===== src/rtl/axi4_lite_slave_regs_pkg.sv =====
// Shared AXI4-Lite definitions: response codes, channel FSM states and data width.
// Imported by the interface, the register core and the top-level slave.
package axi4_lite_pkg;

    localparam int DATA_WIDTH = 32;
    localparam int STRB_WIDTH = DATA_WIDTH / 8;

    localparam logic [1:0] RESP_OKAY   = 2'b00;
    localparam logic [1:0] RESP_EXOKAY = 2'b01;
    localparam logic [1:0] RESP_SLVERR = 2'b10;

    typedef enum logic [1:0] {
        WR_IDLE,
        WR_ADDR,
        WR_DATA,
        WR_RESP
    } wr_state_t;

    typedef enum logic {
        RD_IDLE,
        RD_DATA
    } rd_state_t;

    // Out-of-range register indices answer SLVERR; everything else is OKAY.
    function automatic logic [1:0] index_resp(input int index, input int num_regs);
        return (index < num_regs) ? RESP_OKAY : RESP_SLVERR;
    endfunction

endpackage


===== src/rtl/axi4_lite_slave_regs_if.sv =====
// AXI4-Lite bus bundle between the lite master and the register-file slave.
// The master modport drives requests; the slave modport drives ready/response.
interface axi4_lite_if #(
    parameter int ADDR_WIDTH = 6
);
    import axi4_lite_pkg::*;

    logic [ADDR_WIDTH-1:0] S_AXI_AWADDR;
    logic [2:0]            S_AXI_AWPROT;
    logic                  S_AXI_AWVALID;
    logic                  S_AXI_AWREADY;
    logic [DATA_WIDTH-1:0] S_AXI_WDATA;
    logic [STRB_WIDTH-1:0] S_AXI_WSTRB;
    logic                  S_AXI_WVALID;
    logic                  S_AXI_WREADY;
    logic [1:0]            S_AXI_BRESP;
    logic                  S_AXI_BVALID;
    logic                  S_AXI_BREADY;
    logic [ADDR_WIDTH-1:0] S_AXI_ARADDR;
    logic [2:0]            S_AXI_ARPROT;
    logic                  S_AXI_ARVALID;
    logic                  S_AXI_ARREADY;
    logic [DATA_WIDTH-1:0] S_AXI_RDATA;
    logic [1:0]            S_AXI_RRESP;
    logic                  S_AXI_RVALID;
    logic                  S_AXI_RREADY;

    modport master (
        output S_AXI_AWADDR, S_AXI_AWPROT, S_AXI_AWVALID,
        output S_AXI_WDATA, S_AXI_WSTRB, S_AXI_WVALID,
        output S_AXI_BREADY,
        output S_AXI_ARADDR, S_AXI_ARPROT, S_AXI_ARVALID,
        output S_AXI_RREADY,
        input  S_AXI_AWREADY, S_AXI_WREADY,
        input  S_AXI_BRESP, S_AXI_BVALID,
        input  S_AXI_ARREADY,
        input  S_AXI_RDATA, S_AXI_RRESP, S_AXI_RVALID
    );

    modport slave (
        input  S_AXI_AWADDR, S_AXI_AWPROT, S_AXI_AWVALID,
        input  S_AXI_WDATA, S_AXI_WSTRB, S_AXI_WVALID,
        input  S_AXI_BREADY,
        input  S_AXI_ARADDR, S_AXI_ARPROT, S_AXI_ARVALID,
        input  S_AXI_RREADY,
        output S_AXI_AWREADY, S_AXI_WREADY,
        output S_AXI_BRESP, S_AXI_BVALID,
        output S_AXI_ARREADY,
        output S_AXI_RDATA, S_AXI_RRESP, S_AXI_RVALID
    );

endinterface


===== src/rtl/axi4_lite_slave_regs_regfile_core.sv =====
// Register array with byte-strobe merge, per-register write pulse and a
// combinational read mux that returns zero for indices with no register.
module axi4_lite_regfile_core
    import axi4_lite_pkg::*;
#(
    parameter int NUM_REGS = 4,
    parameter int IDX_W    = 4
) (
    input  logic                           clk,
    input  logic                           rst,
    input  logic                           wr_en,
    input  logic [IDX_W-1:0]               wr_index,
    input  logic [DATA_WIDTH-1:0]          wr_data,
    input  logic [STRB_WIDTH-1:0]          wr_strb,
    input  logic [IDX_W-1:0]               rd_index,
    output logic [DATA_WIDTH-1:0]          rd_data,
    output logic [DATA_WIDTH*NUM_REGS-1:0] reg_out,
    output logic [NUM_REGS-1:0]            reg_wr_pulse
);

    logic [DATA_WIDTH-1:0] regs [NUM_REGS];

    // A commit with no strobes still pulses, so user logic sees every access.
    always_ff @(posedge clk) begin
        if (rst) begin
            for (int i = 0; i < NUM_REGS; i++) begin
                regs[i] <= '0;
            end
            reg_wr_pulse <= '0;
        end else begin
            for (int i = 0; i < NUM_REGS; i++) begin
                reg_wr_pulse[i] <= wr_en && (wr_index == IDX_W'(i));
                if (wr_en && (wr_index == IDX_W'(i))) begin
                    for (int k = 0; k < STRB_WIDTH; k++) begin
                        if (wr_strb[k]) begin
                            regs[i][8*k +: 8] <= wr_data[8*k +: 8];
                        end
                    end
                end
            end
        end
    end

    always_comb begin
        rd_data = '0;
        reg_out = '0;
        for (int i = 0; i < NUM_REGS; i++) begin
            reg_out[DATA_WIDTH*i +: DATA_WIDTH] = regs[i];
            if (rd_index == IDX_W'(i)) begin
                rd_data = regs[i];
            end
        end
    end

endmodule


===== src/rtl/axi4_lite_slave_regs.sv =====
// AXI4-Lite slave register file: independent write and read channel FSMs in
// front of a strobe-merging register core whose contents are exported.
module axi4_lite_slave_regs
    import axi4_lite_pkg::*;
#(
    parameter int NUM_REGS   = 4,
    parameter int ADDR_WIDTH = 6
) (
    input  logic                           ACLK,
    input  logic                           ARESET,
    axi4_lite_if.slave                     s_axi,
    output logic [DATA_WIDTH*NUM_REGS-1:0] reg_out,
    output logic [NUM_REGS-1:0]            reg_wr_pulse
);

    localparam int IDX_W = ADDR_WIDTH - 2;

    wr_state_t             wr_state;
    rd_state_t             rd_state;
    logic [IDX_W-1:0]      aw_idx_q;
    logic [DATA_WIDTH-1:0] data_q;
    logic [STRB_WIDTH-1:0] strb_q;
    logic [1:0]            bresp_q;
    logic [1:0]            rresp_q;
    logic [DATA_WIDTH-1:0] rdata_q;
    logic [DATA_WIDTH-1:0] rd_data;

    logic                  aw_ready, w_ready, ar_ready;
    logic                  aw_hs, w_hs;
    logic                  commit;
    logic [IDX_W-1:0]      commit_idx;
    logic [DATA_WIDTH-1:0] commit_data;
    logic [STRB_WIDTH-1:0] commit_strb;
    logic [IDX_W-1:0]      aw_idx, ar_idx;
    logic                  unused_bits;

    assign aw_idx = s_axi.S_AXI_AWADDR[ADDR_WIDTH-1:2];
    assign ar_idx = s_axi.S_AXI_ARADDR[ADDR_WIDTH-1:2];
    assign unused_bits = ^{s_axi.S_AXI_AWPROT, s_axi.S_AXI_ARPROT,
                           s_axi.S_AXI_AWADDR[1:0], s_axi.S_AXI_ARADDR[1:0]};

    // Readies depend only on state, so no input reaches an output combinationally.
    assign aw_ready = (wr_state == WR_IDLE) || (wr_state == WR_DATA);
    assign w_ready  = (wr_state == WR_IDLE) || (wr_state == WR_ADDR);
    assign ar_ready = (rd_state == RD_IDLE);
    assign aw_hs    = s_axi.S_AXI_AWVALID && aw_ready;
    assign w_hs     = s_axi.S_AXI_WVALID && w_ready;

    assign s_axi.S_AXI_AWREADY = aw_ready;
    assign s_axi.S_AXI_WREADY  = w_ready;
    assign s_axi.S_AXI_BVALID  = (wr_state == WR_RESP);
    assign s_axi.S_AXI_BRESP   = bresp_q;
    assign s_axi.S_AXI_ARREADY = ar_ready;
    assign s_axi.S_AXI_RVALID  = (rd_state == RD_DATA);
    assign s_axi.S_AXI_RRESP   = rresp_q;
    assign s_axi.S_AXI_RDATA   = rdata_q;

    // Commit happens on the edge that completes whichever of AW/W arrives last.
    always_comb begin
        commit      = 1'b0;
        commit_idx  = aw_idx;
        commit_data = s_axi.S_AXI_WDATA;
        commit_strb = s_axi.S_AXI_WSTRB;
        unique case (wr_state)
            WR_IDLE: commit = aw_hs && w_hs;
            WR_ADDR: begin
                commit     = w_hs;
                commit_idx = aw_idx_q;
            end
            WR_DATA: begin
                commit      = aw_hs;
                commit_data = data_q;
                commit_strb = strb_q;
            end
            default: commit = 1'b0;
        endcase
    end

    always_ff @(posedge ACLK) begin
        if (ARESET) begin
            wr_state <= WR_IDLE;
            aw_idx_q <= '0;
            data_q   <= '0;
            strb_q   <= '0;
            bresp_q  <= RESP_OKAY;
        end else if (commit) begin
            bresp_q  <= index_resp(int'(commit_idx), NUM_REGS);
            wr_state <= WR_RESP;
        end else begin
            unique case (wr_state)
                WR_IDLE: begin
                    if (aw_hs) begin
                        aw_idx_q <= aw_idx;
                        wr_state <= WR_ADDR;
                    end else if (w_hs) begin
                        data_q   <= s_axi.S_AXI_WDATA;
                        strb_q   <= s_axi.S_AXI_WSTRB;
                        wr_state <= WR_DATA;
                    end
                end
                WR_RESP: begin
                    if (s_axi.S_AXI_BREADY) begin
                        wr_state <= WR_IDLE;
                    end
                end
                default: wr_state <= wr_state;
            endcase
        end
    end

    // Read data is captured at the AR handshake, so a same-edge write is not visible.
    always_ff @(posedge ACLK) begin
        if (ARESET) begin
            rd_state <= RD_IDLE;
            rdata_q  <= '0;
            rresp_q  <= RESP_OKAY;
        end else begin
            unique case (rd_state)
                RD_IDLE: begin
                    if (s_axi.S_AXI_ARVALID) begin
                        rdata_q  <= rd_data;
                        rresp_q  <= index_resp(int'(ar_idx), NUM_REGS);
                        rd_state <= RD_DATA;
                    end
                end
                RD_DATA: begin
                    if (s_axi.S_AXI_RREADY) begin
                        rd_state <= RD_IDLE;
                    end
                end
                default: rd_state <= RD_IDLE;
            endcase
        end
    end

    axi4_lite_regfile_core #(
        .NUM_REGS (NUM_REGS),
        .IDX_W    (IDX_W)
    ) u_core (
        .clk          (ACLK),
        .rst          (ARESET),
        .wr_en        (commit),
        .wr_index     (commit_idx),
        .wr_data      (commit_data),
        .wr_strb      (commit_strb),
        .rd_index     (ar_idx),
        .rd_data      (rd_data),
        .reg_out      (reg_out),
        .reg_wr_pulse (reg_wr_pulse)
    );

endmodule


===== src/flat_wrapper.sv =====
// flat-port wrapper written by rule: the top's interface ports become plain ports
module axi4_lite_slave_regs_flat import axi4_lite_pkg::*;
#(
    parameter int NUM_REGS   = 4,
    parameter int ADDR_WIDTH = 6
)
  (ACLK, ARESET, reg_out, reg_wr_pulse, s_axi_S_AXI_AWADDR, s_axi_S_AXI_AWPROT, s_axi_S_AXI_AWVALID, s_axi_S_AXI_WDATA, s_axi_S_AXI_WSTRB, s_axi_S_AXI_WVALID, s_axi_S_AXI_BREADY, s_axi_S_AXI_ARADDR, s_axi_S_AXI_ARPROT, s_axi_S_AXI_ARVALID, s_axi_S_AXI_RREADY, s_axi_S_AXI_AWREADY, s_axi_S_AXI_WREADY, s_axi_S_AXI_BRESP, s_axi_S_AXI_BVALID, s_axi_S_AXI_ARREADY, s_axi_S_AXI_RDATA, s_axi_S_AXI_RRESP, s_axi_S_AXI_RVALID);
  axi4_lite_if #(.ADDR_WIDTH(ADDR_WIDTH)) s_axi_i ();
  input  logic ACLK;
  input  logic ARESET;
  output logic [DATA_WIDTH*NUM_REGS-1:0] reg_out;
  output logic [NUM_REGS-1:0] reg_wr_pulse;
  input wire logic [$bits(s_axi_i.S_AXI_AWADDR)-1:0] s_axi_S_AXI_AWADDR;
  input wire logic [$bits(s_axi_i.S_AXI_AWPROT)-1:0] s_axi_S_AXI_AWPROT;
  input wire logic [$bits(s_axi_i.S_AXI_AWVALID)-1:0] s_axi_S_AXI_AWVALID;
  input wire logic [$bits(s_axi_i.S_AXI_WDATA)-1:0] s_axi_S_AXI_WDATA;
  input wire logic [$bits(s_axi_i.S_AXI_WSTRB)-1:0] s_axi_S_AXI_WSTRB;
  input wire logic [$bits(s_axi_i.S_AXI_WVALID)-1:0] s_axi_S_AXI_WVALID;
  input wire logic [$bits(s_axi_i.S_AXI_BREADY)-1:0] s_axi_S_AXI_BREADY;
  input wire logic [$bits(s_axi_i.S_AXI_ARADDR)-1:0] s_axi_S_AXI_ARADDR;
  input wire logic [$bits(s_axi_i.S_AXI_ARPROT)-1:0] s_axi_S_AXI_ARPROT;
  input wire logic [$bits(s_axi_i.S_AXI_ARVALID)-1:0] s_axi_S_AXI_ARVALID;
  input wire logic [$bits(s_axi_i.S_AXI_RREADY)-1:0] s_axi_S_AXI_RREADY;
  output wire logic [$bits(s_axi_i.S_AXI_AWREADY)-1:0] s_axi_S_AXI_AWREADY;
  output wire logic [$bits(s_axi_i.S_AXI_WREADY)-1:0] s_axi_S_AXI_WREADY;
  output wire logic [$bits(s_axi_i.S_AXI_BRESP)-1:0] s_axi_S_AXI_BRESP;
  output wire logic [$bits(s_axi_i.S_AXI_BVALID)-1:0] s_axi_S_AXI_BVALID;
  output wire logic [$bits(s_axi_i.S_AXI_ARREADY)-1:0] s_axi_S_AXI_ARREADY;
  output wire logic [$bits(s_axi_i.S_AXI_RDATA)-1:0] s_axi_S_AXI_RDATA;
  output wire logic [$bits(s_axi_i.S_AXI_RRESP)-1:0] s_axi_S_AXI_RRESP;
  output wire logic [$bits(s_axi_i.S_AXI_RVALID)-1:0] s_axi_S_AXI_RVALID;
  assign s_axi_i.S_AXI_AWADDR = s_axi_S_AXI_AWADDR;
  assign s_axi_i.S_AXI_AWPROT = s_axi_S_AXI_AWPROT;
  assign s_axi_i.S_AXI_AWVALID = s_axi_S_AXI_AWVALID;
  assign s_axi_i.S_AXI_WDATA = s_axi_S_AXI_WDATA;
  assign s_axi_i.S_AXI_WSTRB = s_axi_S_AXI_WSTRB;
  assign s_axi_i.S_AXI_WVALID = s_axi_S_AXI_WVALID;
  assign s_axi_i.S_AXI_BREADY = s_axi_S_AXI_BREADY;
  assign s_axi_i.S_AXI_ARADDR = s_axi_S_AXI_ARADDR;
  assign s_axi_i.S_AXI_ARPROT = s_axi_S_AXI_ARPROT;
  assign s_axi_i.S_AXI_ARVALID = s_axi_S_AXI_ARVALID;
  assign s_axi_i.S_AXI_RREADY = s_axi_S_AXI_RREADY;
  assign s_axi_S_AXI_AWREADY = s_axi_i.S_AXI_AWREADY;
  assign s_axi_S_AXI_WREADY = s_axi_i.S_AXI_WREADY;
  assign s_axi_S_AXI_BRESP = s_axi_i.S_AXI_BRESP;
  assign s_axi_S_AXI_BVALID = s_axi_i.S_AXI_BVALID;
  assign s_axi_S_AXI_ARREADY = s_axi_i.S_AXI_ARREADY;
  assign s_axi_S_AXI_RDATA = s_axi_i.S_AXI_RDATA;
  assign s_axi_S_AXI_RRESP = s_axi_i.S_AXI_RRESP;
  assign s_axi_S_AXI_RVALID = s_axi_i.S_AXI_RVALID;
  axi4_lite_slave_regs #(.NUM_REGS(NUM_REGS), .ADDR_WIDTH(ADDR_WIDTH)) u_core (.ACLK(ACLK), .ARESET(ARESET), .s_axi(s_axi_i), .reg_out(reg_out), .reg_wr_pulse(reg_wr_pulse));
endmodule

===== config.mk =====
export PLATFORM = sky130hd
export DESIGN_NAME = axi4_lite_slave_regs_flat
export DESIGN_NICKNAME = d
export VERILOG_FILES = /design/src/rtl/axi4_lite_slave_regs_pkg.sv /design/src/rtl/axi4_lite_slave_regs_if.sv /design/src/rtl/axi4_lite_slave_regs_regfile_core.sv /design/src/rtl/axi4_lite_slave_regs.sv /design/src/flat_wrapper.sv
export SDC_FILE = /design/constraint.sdc
export NUM_CORES = 1
export LEC_CHECK = 0
export BUFFER_PORTS_ARGS = -buffer_cell sky130_fd_sc_hd__buf_4
export CORE_MARGIN = 2
export CORE_UTILIZATION = 57
export CTS_CLUSTER_SIZE = 10
export DETAILED_ROUTE_END_ITERATION = 6
export GPL_TIMING_DRIVEN = 0
export PLACE_DENSITY = 0.93
export SYNTH_ARGS = -nofsm -noshare
export SYNTH_HDL_FRONTEND = slang
export SYNTH_HIERARCHICAL = 1
export SYNTH_SLANG_ARGS = --single-unit
export TNS_END_PERCENT = 100

===== constraint.sdc =====
create_clock -name ACLK -period 5.46 [get_ports ACLK]
set_input_delay 0 -clock ACLK [delete_from_list [all_inputs] [get_ports ACLK]]
set_output_delay 0 -clock ACLK [all_outputs]
set_load 0.01 [all_outputs]

==> impl.org <==
** GRT
- Number of global-route vias before repair :: 8550
- Pin count of the biggest net entering global routing :: 12
- Sum of overflow across all layers after global routing :: 0
- Initial antenna violation count :: 0
- The first global-routing pass estimated 48.5 mm of wire.
- Global router's overall resource usage :: 0.356

** Floorplan
- In this run the standard cell core region covers 16300 um2.
- From left edge to right edge, the die measures 133 um.
- Total number of placement rows :: 47
- Top-level I/O count :: 234
- Initial core utilization :: 0.577
- The die is 133 um tall.
- The die covers 17600 um2.

** Routing
- For this block, the initial DRC count from the detailed router was 1582.
- Met3 WL :: 3.91 mm
- After detailed routing, the number of remaining DRC violations is 0.
- After detailed routing, the met2 layer carries 15.8 mm of wire.
- M1 WL :: 11.0 mm
- Remaining antenna violation count after routing :: 0
- The final route contains 8845 vias.
- The final layout contains routed wiring with a total length of 32.4 mm.
- In the final routed layout, each cell accounts on average for 22.6 um.
- Vias per inst :: 6.17
- Number of search-and-repair iterations in the first detailed-routing pass :: 6
- Signal routing reaches up to met4.

** Min path
- Startpoint of the worst hold path :: ARESET
- Along the worst hold path, the cell count comes to 2.
- Hold Path Class :: in -> reg
- The path with the worst hold slack has its endpoint at u_core/u_core/regs[2][31].

** Final layout
- Number of inserted diodes :: 0
- At the end of the flow, the number of nets in the layout was 1257.
- The layout has 965 filler cells.
- In the final layout, the share of cells above drive strength 1 is 0.270.
- Layout Area Growth over Synthesis :: 34.0%

** Setup path
- The worst setup path is launched from a register.
- Cell depth of the worst flop-to-flop path :: 7
- The worst setup path is captured at a register.
- Kind of critical path :: reg -> reg
- Reg-to-reg critical path startpoint :: u_core/wr_state[0]
- Counting both buffers and inverters, the worst setup path holds a total of 3.
- Along the worst path, the maximum fanout reaches 10.
- FF-to-FF setup slack :: 2530 ps
- Required time of the critical path :: 5610 ps
- On the critical path the largest part of the delay comes from simple AND/OR/NAND/NOR gates.
- At the worst endpoint, the arrival time is 3080 ps.
- In this design, the stage delay of the slowest critical-path cell is 560 ps.
- Walking the worst path, the cells encountered are buf_4, inv_1, nand2_1, buf_2, mux2_2, nor3b_1, a41o_1.
- Endpoint of the lowest-slack register-to-register path :: u_core/u_core/regs[3][11]
- On the critical path, the stage with the largest delay is an instance of a41o_1.

** STA
- Setup repair after global routing left no endpoint under its margin.
- The number of endpoints with negative hold slack in the final report is 0.
- For the pin with the worst max-slew slack, the measured transition is 869 ps.
- The number of pins with negative max-slew slack in the final report came to 0.
- Post-route clock period utilization :: 0.536
- Setup violators final :: 0
- Highest Clock Rate :: 342 MHz
- The clock period could shrink to 2930 ps.
- On the final layout, the worst clock skew is 10.7 ps.
- Final sum of negative setup slack :: 0 ps
- Measured against its own limit, the worst slew margin works out to 0.421.

** Logic synthesis
- Each instance of the synthesized netlist takes up on average 10.6 um2.
- Total of warnings raised by yosys :: 6
- The largest total area in the synthesized netlist belongs to edfxtp_1.
- Synthesized-area fraction occupied by xor and xnor cells :: 0
- Distinct cells, synth :: 36
- For this run, asynchronously set or reset flops after synthesis account for 0.
- Measured against the total synthesized area, the mux share comes to 0.121.
- Sequential-to-total area share from yosys stat :: 0.579
- Proportion of netlist area held by the largest area contributor :: 0.408
- Gate Count Post-Synth :: 891
- The compound-gate portion of the synthesized area came to 0.0743.
- Of the total synthesized cell area, the portion taken by full adders, half adders and majority gates is 0.
- Most instantiated flip-flop cell in the synthesis netlist :: edfxtp_1
- Area of the mapped netlist :: 9430 um2
- Yosys mapped a number of flops with a built-in enable equal to 128.
- Yosys reg bits :: 209
- Largest family of logic cells by synthesized area :: simple AND/OR/NAND/NOR gates
- Simple-gate share of the synthesized area :: 0.179
- Yosys attributes the largest share of cell area to edfxtp_1 41%, dfxtp_1 17%, mux2i_1 7.2%, nand2_1 6.2%, mux2_2 4.9%.

** Clocking
- Clock-pin slew was measured on the worst setup and hold paths at 50 ps.
- In this run the number of H-tree levels came out at 1.
- TritonCTS clock tree :: built
- CTS root buf :: clkbuf_16
- In this run the post-CTS setup repair buffer count came out at 0.
- Maximum buffer depth of the clock tree :: 3
- Number of clock sinks :: 209
- At the later pin of the worst-skew pair, clock insertion delay measures 510 ps.
- The number of hold buffers added after CTS was 59.
- Resized cells post-CTS :: 0
- Number of buffers created by CTS :: 24

** Placement
- Routability-driven placement finished with a final weighted congestion of 0.959.
- # port buffers :: 219
- DP HPWL :: 21.8 mm

** Power and ir drop
- The analysis attributes to cell leakage a power of 4.92 nW.
- Power spread over the standard cell area amounts to 299 nW/um2.
- After layout, the design draws a total of 3.78 mW.
- VDD sags by at most 0.229 mV.

** Job
- Max-cap violations :: 0

** Run status
- Status :: finished, final reports clean
-- layout make-up --
| class | count | area (um2) | area share |
|---|---|---|---|
| Clock buffer | 43 | 693 | 0.0548 |
| Timing Repair Buffer | 278 | 2230 | 0.177 |
| Tap cell | 220 | 275 | 0.0218 |
| Inverter | 3 | 11.3 | 0.000891 |
| Sequential cell | 209 | 5470 | 0.432 |
| Multi-Input combinational cell | 597 | 3540 | 0.280 |
| Buffer | 83 | 420 | 0.0333 |
-- routing by layer --
metal,vias to the layer above,track usage
met2,774,0.617
li1,3789,-
met3,170,0.0682
met5,-,0
met1,4112,0.434
met4,0,0.157
-- synth_stat cells, drive strengths merged (3+ instances only) --
cell / n
clkbuf: 45
nor2: 98
dfxtp: 81
mux2: 41
a41o: 4
a31o: 4
o22ai: 33
mux2i: 68
nor3b: 5
edfxtp: 128
a21o: 8
nand2: 156
nand4: 26
nand4b: 16
a21oi: 69
nor2b: 3
buf: 38
nor3: 48
inv: 3
nand2b: 4
-- worst register-to-register path, delay by kind of cell (launching register included) --
| family | cells | cell delay [ps] |
|---|---|---|
| flip-flops | 1 | 310 |
| multiplexers | 1 | 330 |
| buffers and inverters | 3 | 570 |
| AND/OR/NAND/NOR | 2 | 800 |
| AO/OA/AOI/OAI | 1 | 560 |
-- report_power, final --
group,internal (mW),leakage (nW),switching [mW]
logic,0.219,2.62,0.325
clock network,0.848,0.329,0.609
registers,1.73,1.97,0.0420
-- cell families after synthesis --
| family | Yosys count |
|---|---|
| AO/OA/AOI/OAI | 120 |
| buffers and inverters | 86 |
| multiplexers | 109 |
| AND/OR/NAND/NOR | 366 |
| flip-flops | 209 |
| other | 1 |
-- worst max path at each step --
stage | cells after the start | endpoint | start | slack [ps]
6_report | 7 | u_core/u_core/regs[3][11] | u_core/wr_state[0] | 2530
5_1_grt | 7 | u_core/u_core/regs[3][20] | u_core/wr_state[0] | 2410
4_1_cts | 7 | u_core/u_core/regs[3][11] | u_core/wr_state[0] | 2640
3_5_place_dp | 7 | u_core/u_core/regs[3][8] | u_core/wr_state[0] | 2650
3_3_place_gp | 7 | u_core/u_core/regs[3][16] | u_core/wr_state[0] | 2680
2_1_floorplan | 7 | u_core/u_core/regs[3][10] | u_core/wr_state[0] | 3200
-- through the flow --
step / utilization / cells / hold slack (ps) / instance area, um2 / worst slack [ps]
6_report: 0.773 / 1433 / 130 / 12600 / 2530
5_1_grt: 0.773 / 1433 / 153 / 12600 / 2410
4_1_cts: 0.773 / 1433 / 114 / 12600 / 2640
3_5_place_dp: 0.695 / 1331 / 260 / 11400 / 2650
3_3_place_gp: 0.695 / 1331 / 249 / 11400 / 2680
2_1_floorplan: - / 892 / 136 / 9440 / 3200
-- state kept, by name, summed over array words and instances (netlist names) --
| register | flops |
|---|---|
| u_core/aw_idx_q | 4 |
| u_core/data_q | 32 |
| u_core/s_axi.S_AXI_BRESP | 1 |
| u_core/s_axi.S_AXI_RDATA | 32 |
| u_core/s_axi.S_AXI_RRESP | 1 |
| u_core/s_axi.S_AXI_RVALID | 1 |
| u_core/strb_q | 4 |
| u_core/u_core/reg_wr_pulse | 4 |
| u_core/u_core/regs | 128 |
| u_core/wr_state | 2 |
-- placed cells by master, fill, tap and decap left out, types with 5 or more instances in the layout --
master         netlist  routed
dfxtp_1             81      81
nand4b_1            16      16
buf_2               21      21
clkbuf_16            0      25
a21o_1               8       8
dlygate4sd3_1        0      59
nor2_1              98      98
buf_4                4     223
nand2_1            156     156
edfxtp_1           128     128
nor3b_1              5       5
buf_6                9       9
mux2_2              41      41
nand4_1             26      26
a21oi_1             69      69
clkbuf_1            45      63
nor3_1              48      48
o22ai_1             33      33
mux2i_1             68      68
(Power assumes the default switching activity.)
